<file path="src/rtl/mux_serial_pkg.sv">
// Shared types and frame helpers for the mux_serial_tx sampler/serialiser.
// Define MUX_SERIAL_PARITY_EN to insert an even-parity bit before the stop bit.
package mux_serial_pkg;

`ifdef MUX_SERIAL_PARITY_EN
   localparam bit PARITY_EN = 1'b1;
`else
   localparam bit PARITY_EN = 1'b0;
`endif

   typedef enum logic [2:0] {IDLE, MUX, SOC, WAIT_EOC, LOAD, CHECK, TX, NEXT} state_t;

   typedef enum logic [1:0] {START, DATA, PARITY, STOP} frame_pos_t;

   function automatic int unsigned frame_bits(input int unsigned data_w, input bit parity);
      return data_w + 32'd2 + 32'(parity);
   endfunction

   function automatic frame_pos_t frame_pos(input int unsigned idx, input int unsigned data_w,
                                            input bit parity);
      if (idx == 0) return START;
      if (idx <= data_w) return DATA;
      if (parity && idx == data_w + 1) return PARITY;
      return STOP;
   endfunction

endpackage

</file>
<file path="src/rtl/mux_serial_shifter.sv">
// Serial frame generator: bit-period divider, frame bit counter, MSB-first shift register.
// Parity bit is included when MUX_SERIAL_PARITY_EN is defined.
module mux_serial_shifter
   import mux_serial_pkg::*;
#(
   parameter int unsigned DATA_W  = 8,
   parameter int unsigned BIT_DIV = 104
) (
   input  logic              clock,
   input  logic              reset,
   input  logic              start,
   input  logic [DATA_W-1:0] word,
   output logic              line,
   output logic              done
);

   localparam int unsigned NBITS = frame_bits(DATA_W, PARITY_EN);
   localparam int unsigned DIV_W = $clog2(BIT_DIV);
   localparam int unsigned BC_W  = $clog2(NBITS);

   logic [DIV_W-1:0]  div;
   logic [BC_W-1:0]   bit_cnt;
   logic [DATA_W-1:0] sreg;
   logic              par;
   logic              active;
   logic              bit_end;
   logic              last_bit;
   frame_pos_t        next_pos;

   assign bit_end  = active && (div == DIV_W'(BIT_DIV - 1));
   assign last_bit = (bit_cnt == BC_W'(NBITS - 1));
   assign done     = bit_end && last_bit;
   assign next_pos = frame_pos(32'(bit_cnt) + 32'd1, DATA_W, PARITY_EN);

   // line is only ever written at a bit boundary or on frame start
   always_ff @(posedge clock or posedge reset) begin
      if (reset) begin
         active  <= 1'b0;
         line    <= 1'b1;
         div     <= '0;
         bit_cnt <= '0;
         sreg    <= '0;
         par     <= 1'b0;
      end else if (!active) begin
         if (start) begin
            active  <= 1'b1;
            line    <= 1'b0;
            div     <= '0;
            bit_cnt <= '0;
            sreg    <= word;
            par     <= ^word;
         end
      end else if (bit_end) begin
         div <= '0;
         if (last_bit) begin
            active  <= 1'b0;
            line    <= 1'b1;
            bit_cnt <= '0;
         end else begin
            bit_cnt <= bit_cnt + 1'b1;
            case (next_pos)
               DATA: begin
                  line <= sreg[DATA_W-1];
                  sreg <= {sreg[DATA_W-2:0], 1'b0};
               end
               PARITY:  line <= par;
               default: line <= 1'b1;
            endcase
         end
      end else begin
         div <= div + 1'b1;
      end
   end

endmodule

</file>
<file path="src/rtl/mux_serial_tx.sv">
// Round-robin ADC sampler and serial transmitter: sequencer FSM, channel counter, sample hold.
// Optional parity selected by MUX_SERIAL_PARITY_EN (see mux_serial_pkg).
module mux_serial_tx
   import mux_serial_pkg::*;
#(
   parameter int unsigned DATA_W  = 8,
   parameter int unsigned NUM_CH  = 8,
   parameter int unsigned BIT_DIV = 104,
   localparam int unsigned CH_W   = $clog2(NUM_CH)
) (
   input  logic              clock,
   input  logic              reset,
   input  logic              run,
   input  logic              eoc,
   input  logic [DATA_W-1:0] data_in,
   input  logic              dsr,
   output logic              mux_en,
   output logic [CH_W-1:0]   canale,
   output logic              soc,
   output logic              load_dato,
   output logic              data_out,
   output logic              busy,
   output logic              error,
   output logic              tx_done
);

   state_t            state;
   logic [DATA_W-1:0] hold;
   logic              shift_start;
   logic              shift_done;

   assign shift_start = (state == CHECK) && dsr;

   mux_serial_shifter #(
      .DATA_W  (DATA_W),
      .BIT_DIV (BIT_DIV)
   ) u_shifter (
      .clock (clock),
      .reset (reset),
      .start (shift_start),
      .word  (hold),
      .line  (data_out),
      .done  (shift_done)
   );

   // Outputs are set on the transition into each state so they track the state register.
   always_ff @(posedge clock or posedge reset) begin
      if (reset) begin
         state     <= IDLE;
         hold      <= '0;
         mux_en    <= 1'b0;
         soc       <= 1'b0;
         load_dato <= 1'b0;
         canale    <= '0;
         busy      <= 1'b0;
         error     <= 1'b0;
         tx_done   <= 1'b0;
      end else begin
         case (state)
            IDLE: if (run) begin
               state  <= MUX;
               mux_en <= 1'b1;
               busy   <= 1'b1;
            end
            MUX: begin
               state <= SOC;
               soc   <= 1'b1;
            end
            SOC: state <= WAIT_EOC;
            WAIT_EOC: if (!eoc) begin
               hold      <= data_in;
               state     <= LOAD;
               mux_en    <= 1'b0;
               soc       <= 1'b0;
               load_dato <= 1'b1;
            end
            LOAD: begin
               state     <= CHECK;
               load_dato <= 1'b0;
            end
            CHECK: if (dsr) begin
               state <= TX;
               error <= 1'b0;
            end else begin
               error <= 1'b1;
            end
            TX: if (shift_done) begin
               state   <= NEXT;
               tx_done <= 1'b1;
               canale  <= (canale == CH_W'(NUM_CH - 1)) ? '0 : canale + 1'b1;
            end
            NEXT: begin
               tx_done <= 1'b0;
               if (run) begin
                  state  <= MUX;
                  mux_en <= 1'b1;
               end else begin
                  state <= IDLE;
                  busy  <= 1'b0;
               end
            end
            default: state <= IDLE;
         endcase
      end
   end

endmodule

</file>
<file path="config.mk">
export PLATFORM = sky130hd
export DESIGN_NAME = mux_serial_tx
export DESIGN_NICKNAME = d
export VERILOG_FILES = /design/src/rtl/mux_serial_pkg.sv /design/src/rtl/mux_serial_shifter.sv /design/src/rtl/mux_serial_tx.sv
export SDC_FILE = /design/constraint.sdc
export NUM_CORES = 1
export LEC_CHECK = 0
export BUFFER_PORTS_ARGS = -buffer_cell sky130_fd_sc_hd__buf_2
export CELL_PAD_IN_SITES_DETAIL_PLACEMENT = 1
export CELL_PAD_IN_SITES_GLOBAL_PLACEMENT = 2
export CORE_MARGIN = 3
export CORE_UTILIZATION = 38
export DETAILED_ROUTE_END_ITERATION = 7
export PLACE_DENSITY = 0.85
export SLEW_MARGIN = 20
export SYNTH_ARGS = -nofsm -noshare
export SYNTH_HDL_FRONTEND = slang
export SYNTH_SLANG_ARGS = --single-unit
</file>
<file path="constraint.sdc">
create_clock -name clock -period 2.02 [get_ports clock]
set_input_delay 0.404 -clock clock [delete_from_list [all_inputs] [get_ports clock]]
set_output_delay 0.404 -clock clock [all_outputs]
set_load 0.01 [all_outputs]
</file>
======== Word-level counts from Yosys, hierarchy flattened ========
Index checks and enable logic that the tools add are counted.
cells by class
  $add $sub $neg .......................... 4
  bitwise operators ....................... 2
  muxes and demuxes ....................... 46
  reduce and logical (&&, ||, !) cells .... 24
  equality and inequality tests ........... 21
  magnitude comparators ................... 1
operators by type and width
  operator                                                                           number
  8-bit two-way mux                                                                  5
  32-bit by 4-bit less-or-equal comparator with 1-bit output, second input constant  1
  32-bit zero test                                                                   1
  3-bit case mux with 8 select lines                                                 1
  7-bit two-way mux                                                                  3
  1-bit two-way mux                                                                  18
  4-bit two-way mux                                                                  4
  2-bit inequality test, second input constant                                       8
  3-bit == test, second input constant                                               5
  3-bit two-way mux                                                                  5
  2-bit AND reduction                                                                7
  1-bit case mux with 2 select lines                                                 6
  2-bit nonzero test                                                                 6
  2-bit two-way mux                                                                  4
  4-bit AND reduction                                                                2
  8-bit parity                                                                       1
  7-bit by 1-bit adder with 7-bit output, second input constant                      1
  7-bit == test, second input constant                                               1
  3-bit by 2-bit == test with 1-bit output, second input constant                    2
  3-bit AND reduction                                                                2
  4-bit by 1-bit adder with 5-bit output, second input constant                      1
  4-bit by 1-bit adder with 4-bit output, second input constant                      1
  4-bit == test, second input constant                                               1
  3-bit by 1-bit adder with 3-bit output, second input constant                      1
  8 further kinds                                                                    11
storage, ports and cells
  register bits after elaboration ......... 42

======== Depth between registers and ports, before layout ========
Gate-level depths: netlist of the first run.
  word-level depth ........................ 11
  mapped depth ............................ 6

======== Cells and area by module ========
Synthesis of the first run repeated with hierarchy kept, for this count alone.
unflattened totals
  cells, all modules ...................... 190
  area, all modules ....................... 2092.0 sq um
by module, submodules not included
  module              area each (sq um)  seq. area each (sq um)  cells an instance  times used
  mux_serial_shifter  1193.6             526.8                   115                1
  mux_serial_tx       898.4              500.5                   75                 1

======== Worst setup path after synthesis of the first run ========
OpenSTA, ideal clock, no wires.
  path type ............................... reg-to-reg
  start ................................... reg u_shifter.div[0]
  end ..................................... reg u_shifter.sreg[2]
  cell stages (with the launch flop) ...... 6
  clock period less this slack ............ 1690 ps
  library setup time ...................... 125 ps
  arrival time ............................ 1565 ps
  setup slack ............................. 330 ps
  data required time ...................... 1895 ps
  cell sequence ........................... dfrtp_1 -> ha_1 -> and3_1 -> nand3_4 -> a22oi_4 -> mux2_2
between the ends
  word-level cells in the longest chain between the ends .. 4
RTL lines
  item                             RTL line                  text
  from (decl)                      mux_serial_shifter.sv:21  logic [DIV_W-1:0] div;
  from (signal assigned)           mux_serial_shifter.sv:71  div <= div + 1'b1;
  7-bit == test                    mux_serial_shifter.sv:30  assign bit_end = active && (div == DIV_W'(BIT_DIV - 1));
  1-bit logical AND                mux_serial_shifter.sv:30
  2-bit inequality test (no line)  n/a
  4-bit AND reduction (no line)    n/a
  to (signal assigned)             mux_serial_shifter.sv:50  sreg <= word;
  to (signal assigned)             mux_serial_shifter.sv:64  sreg <= {sreg[DATA_W-2:0], 1'b0};
  to (decl)                        mux_serial_shifter.sv:23  logic [DATA_W-1:0] sreg;
No other way between the ends.
A chain may end at the register's enable or synchronous reset.

======== Final worst setup path of the first run ========
  start ................................... reg u_shifter.div[1]
  end ..................................... reg u_shifter.sreg[2]
The elaborated chain is that of the path after synthesis.

==> results.sh, run 1 <==
export IMPL_grt_pass1_wl_mm=7.57
export IMPL_first_iter_violations=52
export IMPL_synth_edf_count=0
export IMPL_grt_pass1_vias=1618
export IMPL_wl_per_cell_um=15.6
export IMPL_syn_to_final_growth_pct=13.9
export IMPL_cts_hold_buffers=0
export IMPL_cts_buffers=5
export IMPL_chipWidth_um=80.1
export IMPL_place_gp_congestion=0.790
export IMPL_synth_area_mm2=0.00209
export IMPL_worstReg2RegStart="u_shifter.div[1]$_DFFE_PP0N_"
export IMPL_nets=226
export IMPL_path_cells="ha_1 -> and3_1 -> nand3_4 -> a22oi_4 -> mux2_2"
export IMPL_grt_usage=0.153
export IMPL_cpLargestDelayFamily="simple AND/OR/NAND/NOR gates"
export IMPL_grt_max_degree=42
export IMPL_status="completed"
export IMPL_routed_wl_mm=4.33
export IMPL_leakagePower_nw=1.11
export IMPL_crit_required_ns=2.19
export IMPL_powerDensity_mw_per_mm2=1320
export IMPL_cts_sinks=41
export IMPL_port_buffers=22
export IMPL_worst_path_largest_cell_delay_ns=0.38
export IMPL_yosys_cell_types_count=43
export IMPL_cts_max_level=2
export IMPL_cts_root_buf="clkbuf_8"
export IMPL_worst_r2r_path_depth=5
export IMPL_dp_slack_ns=0.154
export IMPL_rrSetupSlack_ns=0.15
export IMPL_ys_ff_latch=41
export IMPL_final_antenna_net_count=0
export IMPL_drtPass1Iterations=3
export IMPL_critPathArrivalTime_ns=2.04
export IMPL_worst_path_max_fanout=8
export IMPL_finalWorstSetupSlack_ns=0.152
export IMPL_cap_violations=0
export IMPL_antenna_found_initial=0
export IMPL_hold_class="primary input to async pin"
export IMPL_min_period_ns=1.87
export IMPL_finalHoldViolCount=0
export IMPL_cts_tree="done"
export IMPL_regToRegEndpoint="u_shifter.sreg[2]$_DFFE_PP0P_"
export IMPL_synth_top_flop_cell="dfrtp_1"
export IMPL_worstSetupPathType="register to register"
export IMPL_path_clk_slew_ns=0.08
export IMPL_finalSetupTns_ns=0
export IMPL_die_y_um=80.1
export IMPL_vias=1473
export IMPL_start_util=0.401
export IMPL_vias_per_cell=5.32
export IMPL_num_rows=26
export IMPL_maxSlewHeadroom=0.630
export IMPL_die_area_mm2=0.00641
export IMPL_min_period_over_period=0.925
export IMPL_n_antenna_cell=0
export IMPL_clk_path_buf_depth=2
export IMPL_yosysWarnings=0
export IMPL_endpoint_kind="register"
export IMPL_fin_skew_ns=0.00522
export IMPL_overflow=0
export IMPL_startpoint_type="register"
export IMPL_layout_drive_gt1_share=0.319
export IMPL_setup_viol=0
export IMPL_core_mm2=0.00520
export IMPL_post_cts_resized=0
export IMPL_drcViolationCount=0
export IMPL_cp_slowest_cell="dfrtp_1"
export IMPL_dp_hpwl_mm=3.18
export IMPL_rsz0062_at_grt="no"
export IMPL_synth_area_per_cell_um2=11.6
export IMPL_boundaryPins=23
export IMPL_synthCells=180
export IMPL_max_freq_mhz=535
export IMPL_cts_setup_buffers=0
export IMPL_path_buf_inv=0
export IMPL_worst_slew_pin_slew_ns=0.546
export IMPL_async_flop_share=1.00
export IMPL_vdd_ir_drop_worst_v=0.000653
export IMPL_slew_viol_final=0
export IMPL_seq_area_frac_synth=0.493
export IMPL_power_total_mw=3.15
export IMPL_synth_net_count=199
export IMPL_clk_latency_ns=0.29
[final cells by class]
type | count | area, um^2
inverter | 5 | 18.8
timing repair buffer | 27 | 148
tap | 70 | 87.6
sequential | 41 | 1030
fill | 599 | 2830
multi-input combinational | 127 | 1010
clock buffer | 7 | 86.3
[worst max-delay path by stage]
stage / to / cells after the start / slack (ns) / start
finish: u_shifter.sreg[2]$_DFFE_PP0P_ / 5 / 0.15 / u_shifter.div[1]$_DFFE_PP0N_
global route: u_shifter.sreg[2]$_DFFE_PP0P_ / 5 / 0.03 / u_shifter.div[0]$_DFFE_PP0N_
CTS: u_shifter.sreg[2]$_DFFE_PP0P_ / 5 / 0.13 / u_shifter.div[0]$_DFFE_PP0N_
detailed placement: u_shifter.sreg[2]$_DFFE_PP0P_ / 5 / 0.15 / u_shifter.div[0]$_DFFE_PP0N_
global placement: u_shifter.sreg[5]$_DFFE_PP0P_ / 5 / 0.22 / u_shifter.div[0]$_DFFE_PP0N_
floorplan: u_shifter.sreg[2]$_DFFE_PP0P_ / 5 / 0.33 / u_shifter.div[0]$_DFFE_PP0N_
[cell usage after synthesis, drive strengths merged, types with 3 or more instances]
cell type  number  area, um^2
nand2          11        41.3
buf             5        23.8
mux2           26         293
o21ai          13        65.1
nor2           11        41.3
dfrtp          40        1000
inv             5        18.8
ha              6        75.1
a21o            5        37.5
nand3b          4        30.0
nand2b          4        25.0
nand3           6        42.5
a22o            5        43.8
nor3            3        37.5
a21oi           4        20.0
[worst register-to-register path, stage by stage, from the launching register on]
cell and delay (ns):
dfrtp_1 0.38, ha_1 0.23, and3_1 0.28, nand3_4 0.16, a22oi_4 0.32, mux2_2 0.38
[logic make-up after synthesis]
family          synth area share
flops                      0.493
mux                        0.145
simple gates               0.154
buf+inv                   0.0240
xor+xnor                 0.00840
compound gates             0.140
fa+ha+maj                 0.0360
[cells in the final DEF (no fill, tap or decap), drive strengths merged, types with 2 or more instances in the layout]
cell type	netlist	routed
dfrtp	40	40
buf	5	27
mux2	26	26
o21ai	13	13
nand2	11	11
nor2	11	11
clkbuf	2	7
ha	6	6
nand3	6	6
inv	5	5
a22o	5	5
a21o	5	5
nand2b	4	4
a21oi	4	4
nand3b	4	4
nor3	3	3
and3	2	2
and2	2	2
o221a	2	2
o221ai	2	2
nand4	2	2
nor2b	2	2
o2bb2ai	2	2
a22oi	2	2
[per-layer routing]
layer | track usage | wire (um)
met1 | 0.171 | 1820
met2 | 0.276 | 2290
met3 | 0.0325 | 131
met4 | 0.0676 | 89
met5 | 0 | 0
[flip-flops by register name (all words and copies together), names as in the netlist, 3 cells and up]
register	cells
u_shifter.div	7
state	3
u_shifter.sreg	8
u_shifter.bit_cnt	4
canale	3
hold	8
[through the flow]
| stage | cell area (um^2) | utilization | cells | hold WS (ns) |
|---|---|---|---|---|
| floorplan | 2090 | - | 180 | 0.446 |
| global placement | 2290 | 0.440 | 270 | 0.455 |
| detailed placement | 2290 | 0.440 | 270 | 0.464 |
| CTS | 2380 | 0.456 | 277 | 0.246 |
| global route | 2380 | 0.456 | 277 | 0.297 |
| finish | 2380 | 0.456 | 277 | 0.227 |
[report_power, final]
group          internal [mW]  switching (mW)  total (mW)  leakage [nW]
logic                  0.609           0.579        1.19         0.551
registers               1.15           0.275        1.42         0.509
clock network          0.271           0.268       0.539        0.0443
Power figures use the tool's default switching activity.
==> inputs of run 2 (changes only) <==
CORE_UTILIZATION = 41   (was 38)
PLACE_DENSITY = 0.9   (was 0.85)
clock period = 2.2 ns   (was 2.02 ns; I/O delays follow)
==> results.sh, run 2 (synthesis gave the netlist of run 1 again) <==
export IMPL_nets=226
export IMPL_final_core_util=0.498
export IMPL_core_mm2=0.00482
export IMPL_cts_buffers=5
export IMPL_powerDensity_mw_per_mm2=1250
export IMPL_die_area_mm2=0.00598
export IMPL_mostFrequentLayoutCell="dfrtp_1"
export IMPL_wl_per_cell_um=15.8
export IMPL_worstSetupPathType="register to register"
export IMPL_finalHoldViolCount=0
export IMPL_cts_root_buf="clkbuf_8"
export IMPL_maxSlewHeadroom=0.616
export IMPL_reg_top3="hold: 8 flops, u_shifter.sreg: 8 flops, u_shifter.div: 7 flops"
export IMPL_drtPass1Iterations=4
export IMPL_worst_r2r_path_depth=5
export IMPL_vdd_ir_drop_worst_v=0.000675
export IMPL_drcViolationCount=0
export IMPL_grt_pass1_vias=1579
export IMPL_path_clk_slew_ns=0.08
export IMPL_clk_path_buf_depth=2
export IMPL_grt_pass1_wl_mm=7.60
export IMPL_fin_skew_ns=0.0113
export IMPL_setup_viol=0
export IMPL_num_rows=25
export IMPL_hold_class="primary input to async pin"
export IMPL_die_y_um=77.3
export IMPL_worst_path_max_fanout=8
export IMPL_dp_cells=267
export IMPL_place_gp_congestion=0.774
export IMPL_routed_wl_mm=4.34
export IMPL_grt_max_degree=42
export IMPL_min_period_over_period=0.881
export IMPL_rrSetupSlack_ns=0.26
export IMPL_slew_viol_final=0
export IMPL_chipWidth_um=77.3
export IMPL_crit_required_ns=2.39
export IMPL_dp_slack_ns=0.304
export IMPL_vias_per_cell=5.37
export IMPL_status="completed"
export IMPL_first_iter_violations=118
export IMPL_boundaryPins=23
export IMPL_syn_to_final_growth_pct=15.1
export IMPL_leakagePower_nw=1.12
export IMPL_worst_path_largest_cell_delay_ns=0.39
export IMPL_dp_hpwl_mm=3.19
export IMPL_vias=1478
export IMPL_path_cells="ha_1 -> and3_1 -> nand3_4 -> a22oi_4 -> mux2_2"
export IMPL_cts_sinks=41
export IMPL_rsz0062_at_grt="no"
export IMPL_endpoint_kind="register"
export IMPL_critPathArrivalTime_ns=2.12
export IMPL_finalSetupTns_ns=0
export IMPL_grt_usage=0.162
export IMPL_max_freq_mhz=516
export IMPL_layout_drive_gt1_share=0.327
export IMPL_port_buffers=22
export IMPL_overflow=0
export IMPL_cap_violations=0
export IMPL_startpoint_type="register"
export IMPL_cts_hold_buffers=0
export IMPL_n_antenna_cell=0
export IMPL_cp_slowest_cell="dfrtp_1"
export IMPL_layout_cells_non_filler=275
export IMPL_regToRegEndpoint="u_shifter.sreg[7]$_DFFE_PP0P_"
export IMPL_start_util=0.433
export IMPL_final_cell_mix="40 x dfrtp_1, 25 x mux2_2, 22 x buf_2"
export IMPL_min_period_ns=1.94
export IMPL_post_cts_resized=0
export IMPL_antenna_found_initial=0
export IMPL_cts_setup_buffers=0
export IMPL_finalWorstSetupSlack_ns=0.262
export IMPL_cts_max_level=2
export IMPL_clk_latency_ns=0.30
export IMPL_final_antenna_net_count=0
export IMPL_cts_tree="done"
export IMPL_worst_slew_pin_slew_ns=0.574
export IMPL_worstReg2RegStart="u_shifter.div[1]$_DFFE_PP0N_"
run 2: cell types whose count changed in the layout (fill, tap and decap cells not counted), sizes merged:
cell / delta
clkbuf: -2
clkinv: +1
bufinv: +1
clkinvlp: +1
run 2: stage by stage:
stage	hold slack (ns)	power (mW)	cell area, um^2
after floorplan	0.446	2.09	2090
after global placement	0.463	2.33	2290
after detailed placement	0.486	2.42	2290
after CTS	0.266	3.05	2400
after global routing	0.295	3.26	2400
final	0.246	3.01	2400
run 2: power by group:
group	internal (mW)	switching [mW]	total (mW)
clock network	0.339	0.272	0.611
registers	1.05	0.256	1.31
logic	0.559	0.535	1.09
run 2: final cells by class:
| type | instances | area [um^2] |
|---|---|---|
| clock inverter | 3 | 46.3 |
| timing repair buffer | 27 | 148 |
| multi-input combinational | 127 | 1010 |
| sequential | 41 | 1030 |
| clock buffer | 5 | 68.8 |
| fill | 543 | 2420 |
| inverter | 5 | 18.8 |
| tap | 67 | 83.8 |
run 2: worst max path at each step:
stage | end | slack (ns) | start
floorplan | u_shifter.sreg[2]$_DFFE_PP0P_ | 0.51 | u_shifter.div[0]$_DFFE_PP0N_
global placement | u_shifter.sreg[3]$_DFFE_PP0P_ | 0.39 | u_shifter.div[0]$_DFFE_PP0N_
detailed placement | u_shifter.sreg[7]$_DFFE_PP0P_ | 0.30 | u_shifter.div[0]$_DFFE_PP0N_
CTS | u_shifter.sreg[5]$_DFFE_PP0P_ | 0.24 | u_shifter.div[1]$_DFFE_PP0N_
global route | u_shifter.sreg[5]$_DFFE_PP0P_ | 0.17 | u_shifter.div[1]$_DFFE_PP0N_
finish | u_shifter.sreg[7]$_DFFE_PP0P_ | 0.26 | u_shifter.div[1]$_DFFE_PP0N_
run 2: critical path, delay by kind of cell (launching register included):
family / cells / cell delay, ns
adder cells (fa/ha/maj): 1 / 0.24
multiplexers: 1 / 0.38
AND/OR/NAND/NOR: 2 / 0.49
flip-flops: 1 / 0.39
AO/OA/AOI/OAI: 1 / 0.33
run 2: per-layer routing:
metal / GRT usage / part of all wire / wire length (um) / vias to the layer above
met4: 0.0694 / 0.021 / 89 / 0
met3: 0.0411 / 0.030 / 131 / 7
met5: 0 / 0 / 0 / -
met2: 0.281 / 0.51 / 2230 / 19
met1: 0.189 / 0.44 / 1890 / 734
li1: - / - / - / 718
